[config.mk]
export PLATFORM = sky130hd
export DESIGN_NAME = alu_controller_flat
export DESIGN_NICKNAME = d
export VERILOG_FILES = /design/src/rtl/alu_controller_if.sv /design/src/rtl/alu_controller.sv /design/src/flat_wrapper.sv
export SDC_FILE = /design/constraint.sdc
export NUM_CORES = 1
export LEC_CHECK = 0
export ABC_CLOCK_PERIOD_IN_PS = 2100
export CAP_MARGIN = 0
export CORE_ASPECT_RATIO = 0.75
export CORE_MARGIN = 10
export CORE_UTILIZATION = 47
export CTS_CLUSTER_SIZE = 20
export DETAILED_ROUTE_END_ITERATION = 16
export PLACE_DENSITY = 0.77
export SETUP_SLACK_MARGIN = 0.2
export SYNTH_ARGS = -nofsm -noshare
export SYNTH_HDL_FRONTEND = slang
export SYNTH_SLANG_ARGS = --single-unit
[constraint.sdc]
create_clock -name clk -period 2.1 [get_ports clk]
set_input_delay 0.42 -clock clk [delete_from_list [all_inputs] [get_ports clk]]
set_output_delay 0.42 -clock clk [all_outputs]
set_load 0.1 [all_outputs]
[src/rtl/alu_controller_if.sv]
// alu_controller_if
//   Bundles the request, shared-ALU and response signals of alu_controller.
//   slave  : the controller side (accepts requests, drives the ALU operands,
//            produces responses).
//   master : the requester / ALU / consumer side.
//   Ports (N = operand width):
//     req_valid/req_ready/req_op[3:0]/req_a[N]/req_b[N]  request channel
//     alu_a[N]/alu_b[N]/alu_s[3:0]                       operands to the ALU
//     alu_result[N]/alu_neg/alu_zr/alu_cry/alu_of        ALU result and flags
//     rsp_valid/rsp_ready/rsp_result[N]/rsp_* flags/err  response channel
//     busy                                               controller not idle
interface alu_controller_if #(parameter int N = 4);
  logic         req_valid;
  logic         req_ready;
  logic [3:0]   req_op;
  logic [N-1:0] req_a;
  logic [N-1:0] req_b;
  logic [N-1:0] alu_a;
  logic [N-1:0] alu_b;
  logic [3:0]   alu_s;
  logic [N-1:0] alu_result;
  logic         alu_neg;
  logic         alu_zr;
  logic         alu_cry;
  logic         alu_of;
  logic         rsp_valid;
  logic         rsp_ready;
  logic [N-1:0] rsp_result;
  logic         rsp_neg;
  logic         rsp_zr;
  logic         rsp_cry;
  logic         rsp_of;
  logic         rsp_err;
  logic         busy;

  modport slave (
    input  req_valid, req_op, req_a, req_b,
    output req_ready,
    output alu_a, alu_b, alu_s,
    input  alu_result, alu_neg, alu_zr, alu_cry, alu_of,
    output rsp_valid, rsp_result, rsp_neg, rsp_zr, rsp_cry, rsp_of, rsp_err,
    input  rsp_ready,
    output busy
  );

  modport master (
    output req_valid, req_op, req_a, req_b,
    input  req_ready,
    input  alu_a, alu_b, alu_s,
    output alu_result, alu_neg, alu_zr, alu_cry, alu_of,
    input  rsp_valid, rsp_result, rsp_neg, rsp_zr, rsp_cry, rsp_of, rsp_err,
    output rsp_ready,
    input  busy
  );
endinterface

[src/rtl/alu_controller.sv]
// alu_controller
//   Sequences single requests onto a shared combinational ALU (ops 0-6) or
//   an internal iterative unit (7 mul, 8 div, 9 mod; N cycles each) and
//   returns one response per request. Opcodes 10-15 answer at once with err.
//   Ports:
//     clk   : rising-edge clock
//     rst_n : asynchronous active-low reset
//     bus   : alu_controller_if.slave (request, ALU and response signals)
//   Requires N >= 2.
module alu_controller #(
  parameter int N = 4
) (
  input  logic             clk,
  input  logic             rst_n,
  alu_controller_if.slave  bus
);

  localparam int CW = (N > 1) ? $clog2(N) : 1;

  typedef enum logic [1:0] {IDLE, EXEC, ITER, DONE} state_t;

  state_t         state_q, state_d;
  logic [3:0]     op_q, op_d;
  logic [N-1:0]   a_q, a_d;
  logic [N-1:0]   b_q, b_d;
  logic [CW-1:0]  cnt_q, cnt_d;
  logic [2*N-1:0] acc_q, acc_d;
  logic [N-1:0]   res_q, res_d;
  logic           neg_q, neg_d, zr_q, zr_d, cry_q, cry_d, of_q, of_d, err_q, err_d;
  logic           rsp_valid_q, rsp_valid_d, busy_q, busy_d, ready_q, ready_d;

  // Iteration datapath. acc holds {high, low} halves:
  //   mul: {partial product, remaining multiplier bits}, shifted right each step
  //   div: {remainder, dividend/quotient bits}, shifted left each step
  logic [N:0]     mul_sum;
  logic [2*N-1:0] mul_next;
  logic [N:0]     div_shift;
  logic           div_ge;
  logic [N-1:0]   div_diff;
  logic [2*N-1:0] div_next;
  logic [2*N-1:0] step_next;

  always_comb begin
    mul_sum   = {1'b0, acc_q[2*N-1:N]} + {1'b0, (a_q & {N{acc_q[0]}})};
    mul_next  = {mul_sum, acc_q[N-1:1]};
    div_shift = acc_q[2*N-1:N-1];
    div_ge    = (div_shift >= {1'b0, b_q});
    // Only used when div_ge, where the true difference is below b and fits N bits.
    div_diff  = div_shift[N-1:0] - b_q;
    div_next  = {(div_ge ? div_diff : div_shift[N-1:0]), acc_q[N-2:0], div_ge};
    step_next = (op_q == 4'd7) ? mul_next : div_next;
  end

  always_comb begin
    state_d = state_q;
    op_d    = op_q;
    a_d     = a_q;
    b_d     = b_q;
    cnt_d   = cnt_q;
    acc_d   = acc_q;
    res_d   = res_q;
    neg_d   = neg_q;
    zr_d    = zr_q;
    cry_d   = cry_q;
    of_d    = of_q;
    err_d   = err_q;

    case (state_q)
      IDLE: begin
        if (bus.req_valid) begin
          op_d  = bus.req_op;
          a_d   = bus.req_a;
          b_d   = bus.req_b;
          cnt_d = '0;
          if (bus.req_op <= 4'd6) begin
            state_d = EXEC;
          end else if (bus.req_op <= 4'd9) begin
            state_d = ITER;
            acc_d   = (bus.req_op == 4'd7) ? {{N{1'b0}}, bus.req_b}
                                           : {{N{1'b0}}, bus.req_a};
          end else begin
            state_d = DONE;
            res_d   = '0;
            neg_d   = 1'b0;
            zr_d    = 1'b0;
            cry_d   = 1'b0;
            of_d    = 1'b0;
            err_d   = 1'b1;
          end
        end
      end
      EXEC: begin
        res_d   = bus.alu_result;
        neg_d   = bus.alu_neg;
        zr_d    = bus.alu_zr;
        cry_d   = bus.alu_cry;
        of_d    = bus.alu_of;
        err_d   = 1'b0;
        state_d = DONE;
      end
      ITER: begin
        acc_d = step_next;
        cnt_d = cnt_q + 1'b1;
        if (cnt_q == CW'(N - 1)) begin
          state_d = DONE;
          cry_d   = 1'b0;
          of_d    = 1'b0;
          err_d   = 1'b0;
          if (op_q == 4'd7) begin
            res_d = step_next[N-1:0];
            of_d  = |step_next[2*N-1:N];
          end else if (op_q == 4'd8) begin
            res_d = step_next[N-1:0];
          end else begin
            res_d = step_next[2*N-1:N];
          end
          neg_d = res_d[N-1];
          zr_d  = (res_d == '0);
          // Division by zero still runs the full N steps, then overrides.
          if (op_q != 4'd7 && b_q == '0) begin
            res_d = (op_q == 4'd8) ? '1 : a_q;
            neg_d = 1'b0;
            zr_d  = 1'b0;
            err_d = 1'b1;
          end
        end
      end
      DONE: begin
        if (bus.rsp_ready) state_d = IDLE;
      end
      default: state_d = IDLE;
    endcase

    // Status outputs are registered from the next state so they line up with it.
    rsp_valid_d = (state_d == DONE);
    busy_d      = (state_d != IDLE);
    ready_d     = (state_d == IDLE);
  end

  always_ff @(posedge clk or negedge rst_n) begin
    if (!rst_n) begin
      state_q     <= IDLE;
      op_q        <= '0;
      a_q         <= '0;
      b_q         <= '0;
      cnt_q       <= '0;
      acc_q       <= '0;
      res_q       <= '0;
      neg_q       <= 1'b0;
      zr_q        <= 1'b0;
      cry_q       <= 1'b0;
      of_q        <= 1'b0;
      err_q       <= 1'b0;
      rsp_valid_q <= 1'b0;
      busy_q      <= 1'b0;
      ready_q     <= 1'b1;
    end else begin
      state_q     <= state_d;
      op_q        <= op_d;
      a_q         <= a_d;
      b_q         <= b_d;
      cnt_q       <= cnt_d;
      acc_q       <= acc_d;
      res_q       <= res_d;
      neg_q       <= neg_d;
      zr_q        <= zr_d;
      cry_q       <= cry_d;
      of_q        <= of_d;
      err_q       <= err_d;
      rsp_valid_q <= rsp_valid_d;
      busy_q      <= busy_d;
      ready_q     <= ready_d;
    end
  end

  assign bus.req_ready  = ready_q;
  assign bus.alu_a      = a_q;
  assign bus.alu_b      = b_q;
  assign bus.alu_s      = op_q;
  assign bus.rsp_valid  = rsp_valid_q;
  assign bus.rsp_result = res_q;
  assign bus.rsp_neg    = neg_q;
  assign bus.rsp_zr     = zr_q;
  assign bus.rsp_cry    = cry_q;
  assign bus.rsp_of     = of_q;
  assign bus.rsp_err    = err_q;
  assign bus.busy       = busy_q;

endmodule

[src/flat_wrapper.sv]
// flat-port wrapper written by rule: the top's interface ports become plain ports
module alu_controller_flat 
#(
  parameter int N = 4
)
  (clk, rst_n, bus_req_valid, bus_req_op, bus_req_a, bus_req_b, bus_req_ready, bus_alu_a, bus_alu_b, bus_alu_s, bus_alu_result, bus_alu_neg, bus_alu_zr, bus_alu_cry, bus_alu_of, bus_rsp_valid, bus_rsp_result, bus_rsp_neg, bus_rsp_zr, bus_rsp_cry, bus_rsp_of, bus_rsp_err, bus_rsp_ready, bus_busy);
  alu_controller_if #(.N(N)) bus_i ();
  input  logic clk;
  input  logic rst_n;
  input wire logic [$bits(bus_i.req_valid)-1:0] bus_req_valid;
  input wire logic [$bits(bus_i.req_op)-1:0] bus_req_op;
  input wire logic [$bits(bus_i.req_a)-1:0] bus_req_a;
  input wire logic [$bits(bus_i.req_b)-1:0] bus_req_b;
  output wire logic [$bits(bus_i.req_ready)-1:0] bus_req_ready;
  output wire logic [$bits(bus_i.alu_a)-1:0] bus_alu_a;
  output wire logic [$bits(bus_i.alu_b)-1:0] bus_alu_b;
  output wire logic [$bits(bus_i.alu_s)-1:0] bus_alu_s;
  input wire logic [$bits(bus_i.alu_result)-1:0] bus_alu_result;
  input wire logic [$bits(bus_i.alu_neg)-1:0] bus_alu_neg;
  input wire logic [$bits(bus_i.alu_zr)-1:0] bus_alu_zr;
  input wire logic [$bits(bus_i.alu_cry)-1:0] bus_alu_cry;
  input wire logic [$bits(bus_i.alu_of)-1:0] bus_alu_of;
  output wire logic [$bits(bus_i.rsp_valid)-1:0] bus_rsp_valid;
  output wire logic [$bits(bus_i.rsp_result)-1:0] bus_rsp_result;
  output wire logic [$bits(bus_i.rsp_neg)-1:0] bus_rsp_neg;
  output wire logic [$bits(bus_i.rsp_zr)-1:0] bus_rsp_zr;
  output wire logic [$bits(bus_i.rsp_cry)-1:0] bus_rsp_cry;
  output wire logic [$bits(bus_i.rsp_of)-1:0] bus_rsp_of;
  output wire logic [$bits(bus_i.rsp_err)-1:0] bus_rsp_err;
  input wire logic [$bits(bus_i.rsp_ready)-1:0] bus_rsp_ready;
  output wire logic [$bits(bus_i.busy)-1:0] bus_busy;
  assign bus_i.req_valid = bus_req_valid;
  assign bus_i.req_op = bus_req_op;
  assign bus_i.req_a = bus_req_a;
  assign bus_i.req_b = bus_req_b;
  assign bus_req_ready = bus_i.req_ready;
  assign bus_alu_a = bus_i.alu_a;
  assign bus_alu_b = bus_i.alu_b;
  assign bus_alu_s = bus_i.alu_s;
  assign bus_i.alu_result = bus_alu_result;
  assign bus_i.alu_neg = bus_alu_neg;
  assign bus_i.alu_zr = bus_alu_zr;
  assign bus_i.alu_cry = bus_alu_cry;
  assign bus_i.alu_of = bus_alu_of;
  assign bus_rsp_valid = bus_i.rsp_valid;
  assign bus_rsp_result = bus_i.rsp_result;
  assign bus_rsp_neg = bus_i.rsp_neg;
  assign bus_rsp_zr = bus_i.rsp_zr;
  assign bus_rsp_cry = bus_i.rsp_cry;
  assign bus_rsp_of = bus_i.rsp_of;
  assign bus_rsp_err = bus_i.rsp_err;
  assign bus_i.rsp_ready = bus_rsp_ready;
  assign bus_busy = bus_i.busy;
  alu_controller #(.N(N)) u_core (.clk(clk), .rst_n(rst_n), .bus(bus_i));
endmodule
==> results.md <==
Floorplan:
- Measured along the y axis, the die boundary spans 81.95 µm.
- The core region is 4927 µm².
- For this configuration, the core starts out at a cell density of 48.81%.
- Row generation in the floorplan step produced 22 rows.
- The area enclosed by the die boundary is 8407 µm².
- The number of I/O pins is 48.
- The chip width is 102.6 µm.

Worst setup path:
- Counting both buffers and inverters, the worst setup path holds a total of 1.
- The critical path endpoint category is a flop.
- On the critical path the largest part of the delay comes from adder cells.
- The critical path goes through ha_4 > inv_2 > fa_1 > or4_4 > a31oi_4 > o31ai_2 > a22o_1.
- The worst path arrival time is 2.36 ns.
- The critical path startpoint category is a flop.
- In this design, the stage delay of the slowest critical-path cell is 0.52 ns.
- The slowest stage cell on the critical path is sky130_fd_sc_hd__or4_4.
- The top fanout value on the critical path is 2.
- The critical path start-end classification is flop to flop.
- Data on the critical path is required at its endpoint by 2.28 ns.

Logic synthesis:
- The sequential cell area fraction in the yosys report is 37.51%.
- The post-synthesis cell count is 260.
- Summing every instance area after synthesis gives 2405 µm².
- By count the netlist is led by sky130_fd_sc_hd__nand2_1 (36), sky130_fd_sc_hd__dfrtp_1 (35), sky130_fd_sc_hd__nor2_1 (19).
- The post-synth net total is 299.
- The average footprint of a synthesized cell is 9.249 µm².
- Among all flip-flop cells after synthesis, the most frequent one is sky130_fd_sc_hd__dfrtp_1.
- After synthesis, the cell types taking the most area are sky130_fd_sc_hd__dfrtp_1 (36%), sky130_fd_sc_hd__ha_1 (6.8%), sky130_fd_sc_hd__mux2_2 (6.6%), sky130_fd_sc_hd__nand2_1 (5.6%), sky130_fd_sc_hd__a21oi_1 (3.5%).
- Yosys printed 0 warnings.
- The cell taking the most area after synthesis is sky130_fd_sc_hd__dfrtp_1.
- The most common cell in the netlist is sky130_fd_sc_hd__nand2_1.
- The flip-flop and latch count after synthesis is 36.
- The number of enable-type register cells in the synthesized netlist is 0.
- The top-area cell type share of the netlist area is 36.42%.
- After synthesis, the share of flip-flops with an asynchronous set or reset is 100.0%.
- The number of distinct library cell variants in the gate-level netlist after synthesis is 64.

Clocking:
- The TritonCTS clock tree is done.
- For the worst-skew pair, the clock arrives at the later sink with an insertion delay of 0.29 ns.
- After clock tree synthesis, the clock-pin slew on the worst setup and hold paths is 0.08 ns.
- The tree is rooted in a sky130_fd_sc_hd__clkbuf_8.
- The total number of H-tree levels is 2.
- The clock passes through at most 2 buffers.
- In this run, CTS created clock tree buffers numbering 5.
- The CTS sink count is 36.

Timing:
- The fraction of the cycle the final worst path needs is 103.9%.
- The final critical-path required period is 2.183 ns.
- The worst slew margin relative to its limit is 60.79%.
- The maximum achievable frequency is 458.1 MHz.
- The number of failing setup endpoints in the final timing report is 4.
- The hold violation count in the final report came to 0.
- The setup slack after layout is -0.08277 ns.
- For the pin with the worst max-slew slack, the measured transition is 0.5800 ns.
- Across the routed clock network, the largest skew measured is 0.006166 ns.
- The final number of max-transition violations came to 0.
- Setup repair after global routing could not meet its margin everywhere.

Route:
- The count of nets left with antenna violations once routing finished came out at 0.
- For this run, design rule violations remaining after detail routing come to 0.
- The first-iteration detailed-routing DRC count is 148.
- The first TritonRoute pass finished after 4 iterations.
- The per-cell routed wire length is 17.75 µm.
- After detailed routing, the number of vias per cell comes to 5.788.
- The total wire length is 7386 µm.
- The routed layout has 2408 vias.

Run status:
- The final reports fail on negative setup slack.
- The run finished, with violations left.

GRT:
- The first global-routing pass estimated 11810 µm of wire.
- The via count of the first global-routing pass is 2397.
- Summed over all layers, the global routing overflow is 0.
- The initial antenna violation count is 0.
- The pin count of the biggest net entering global routing is 16.
- Global routing consumed, over all layers together, 17.69% of the routing resources.

Cells and area:
- Fill cells in the final layout number 368.
- The final antenna diode count is 0.
- The multi-input combinational cells in the finished layout cover a total of 1623 µm².
- The post-route non-filler standard cell count is 416.
- Relative to the synthesized area, the layout overhead comes to 50.26%.
- The sequential cells in the finished layout cover a total of 934.6 µm².
- The layout cell share with drive strength beyond 1 is 45.51%.
- For this run, the post-layout net count is 394.

Placed design:
- The number of cells in the design after placement is 403.
- The sum of net half-perimeters after detailed placement is 5736 µm.
- Input and output buffers added on the ports amount to 47.
- The routability congestion estimate is 0.8792.
- The worst slack at placement is -0.1142 ns.

Min path:
- The class of the tightest hold or removal check is input pin to asynchronous set/reset pin.

Run:
- The number of max-capacitance violations reported is 0.
-- kinds of logic (layout without fill, tap and decap cells) --
| group | count (synthesis) | count (layout) | share of synthesized area (%) |
|---|---|---|---|
| AND/OR/NAND/NOR | 87 | 87 | 17.79 |
| AO/OA/AOI/OAI | 79 | 79 | 22.74 |
| flip-flops | 36 | 36 | 37.51 |
| buffers and inverters | 22 | 118 | 4.214 |
| multiplexers | 18 | 18 | 8.221 |
| adder cells (fa/ha/maj) | 15 | 15 | 8.429 |
| XOR/XNOR | 3 | 3 | 1.093 |
-- state kept, by name (all words and copies together) (netlist names) --
| register | count |
|---|---|
| u_core.bus.alu_s | 4 |
| u_core.bus.alu_b | 4 |
| u_core.bus.rsp_valid | 1 |
| u_core.bus.rsp_zr | 1 |
| u_core.bus.rsp_result | 4 |
| u_core.bus.rsp_of | 1 |
| u_core.acc_q | 8 |
| u_core.bus.alu_a | 4 |
| u_core.bus.req_ready | 1 |
| u_core.bus.rsp_cry | 1 |
| u_core.bus.rsp_neg | 1 |
| u_core.bus.busy | 1 |
| u_core.state_q | 2 |
| u_core.bus.rsp_err | 1 |
| u_core.cnt_q | 2 |
-- final cells by class --
class / count / share of cell area, %
Multi-Input combinational cell: 202 / 44.91
Tap cell: 60 / 2.078
Inverter: 13 / 1.489
Timing Repair Buffer: 97 / 22.16
Clock inverter: 1 / 0.8310
Sequential cell: 36 / 25.87
Clock buffer: 7 / 2.666
-- cells in the final DEF (no fill, tap or decap), types with 2 or more instances in the layout --
master	count
sky130_fd_sc_hd__nor2b_4	2
sky130_fd_sc_hd__nand2_2	2
sky130_fd_sc_hd__and2_1	6
sky130_fd_sc_hd__o21a_1	2
sky130_fd_sc_hd__buf_6	2
sky130_fd_sc_hd__nand4b_1	2
sky130_fd_sc_hd__a21o_1	2
sky130_fd_sc_hd__inv_1	8
sky130_fd_sc_hd__ha_1	9
sky130_fd_sc_hd__inv_4	2
sky130_fd_sc_hd__nand2_1	36
sky130_fd_sc_hd__inv_2	3
sky130_fd_sc_hd__or2_2	3
sky130_fd_sc_hd__o21ai_2	7
sky130_fd_sc_hd__o31ai_2	2
sky130_fd_sc_hd__dfrtp_4	7
sky130_fd_sc_hd__a32o_1	2
sky130_fd_sc_hd__a21oi_2	7
sky130_fd_sc_hd__ha_4	4
sky130_fd_sc_hd__nand3_1	2
sky130_fd_sc_hd__clkdlybuf4s50_1	22
sky130_fd_sc_hd__a31oi_1	3
sky130_fd_sc_hd__mux2_2	14
sky130_fd_sc_hd__mux2i_1	3
sky130_fd_sc_hd__o21ai_1	7
sky130_fd_sc_hd__a31oi_4	2
sky130_fd_sc_hd__o211ai_1	2
sky130_fd_sc_hd__nand2b_1	2
sky130_fd_sc_hd__dfrtp_2	5
sky130_fd_sc_hd__dfrtp_1	23
sky130_fd_sc_hd__a22o_1	4
sky130_fd_sc_hd__clkbuf_8	7
sky130_fd_sc_hd__buf_4	71
sky130_fd_sc_hd__o21ai_0	10
sky130_fd_sc_hd__a21oi_1	11
sky130_fd_sc_hd__nor2_1	18
-- worst reg2reg max path, cell delays in order (launching register included) --
cell and delay, ns:
sky130_fd_sc_hd__dfrtp_4 0.49, sky130_fd_sc_hd__ha_4 0.17, sky130_fd_sc_hd__inv_2 0.04, sky130_fd_sc_hd__fa_1 0.42, sky130_fd_sc_hd__or4_4 0.52, sky130_fd_sc_hd__a31oi_4 0.15, sky130_fd_sc_hd__o31ai_2 0.09, sky130_fd_sc_hd__a22o_1 0.18
-- per-stage QoR --
| step | hold WS, ns | TNS [ns] | cell area, µm² | util, % |
|---|---|---|---|---|
| floorplan | 0.1244 | -0.4085 | 2521 | - |
| global placement | 0.3259 | -0.07201 | 3299 | 66.96 |
| detailed placement | 0.3380 | -0.1285 | 3299 | 66.96 |
| CTS | 0.02410 | -0.08290 | 3520 | 71.43 |
| global route | 0.01766 | -0.4979 | 3613 | 73.34 |
| finish | 0.01556 | -0.1736 | 3613 | 73.34 |
-- worst paths after layout --
check                      cells after the start  slack (ns)           startpoint                       end
setup / recovery                               7       -0.08  u_core.bus.alu_b[0]  u_core.bus.rsp_result[1]
hold / removal                                 1        0.02                rst_n           u_core.acc_q[2]
setup reg to reg                               7       -0.08  u_core.bus.alu_b[0]  u_core.bus.rsp_result[1]
hold reg to reg                                2        0.50   u_core.bus.rsp_err        u_core.bus.rsp_err
max in group asynchronous                      2        1.57                rst_n       u_core.bus.alu_b[1]
min in group clk                               2        0.50   u_core.bus.rsp_err        u_core.bus.rsp_err
-- layer usage --
metal	wire length [µm]	track usage (%)
met4	60	4.775
met1	3541	24.28
met5	0	0
met3	671	5.621
met2	3113	26.19
-- timing repair --
item | 4_1_cts | 5_1_grt
pin swaps | 16 | 13
gates resized for setup | 20 | 16
endpoints found under the setup margin | 11 | 11
hold buffers | 0 | 0
buffers inserted | 2 | 3
Power is not shown: default switching activity piles up to over one toggle a cycle in this logic, so the estimate is an artifact.
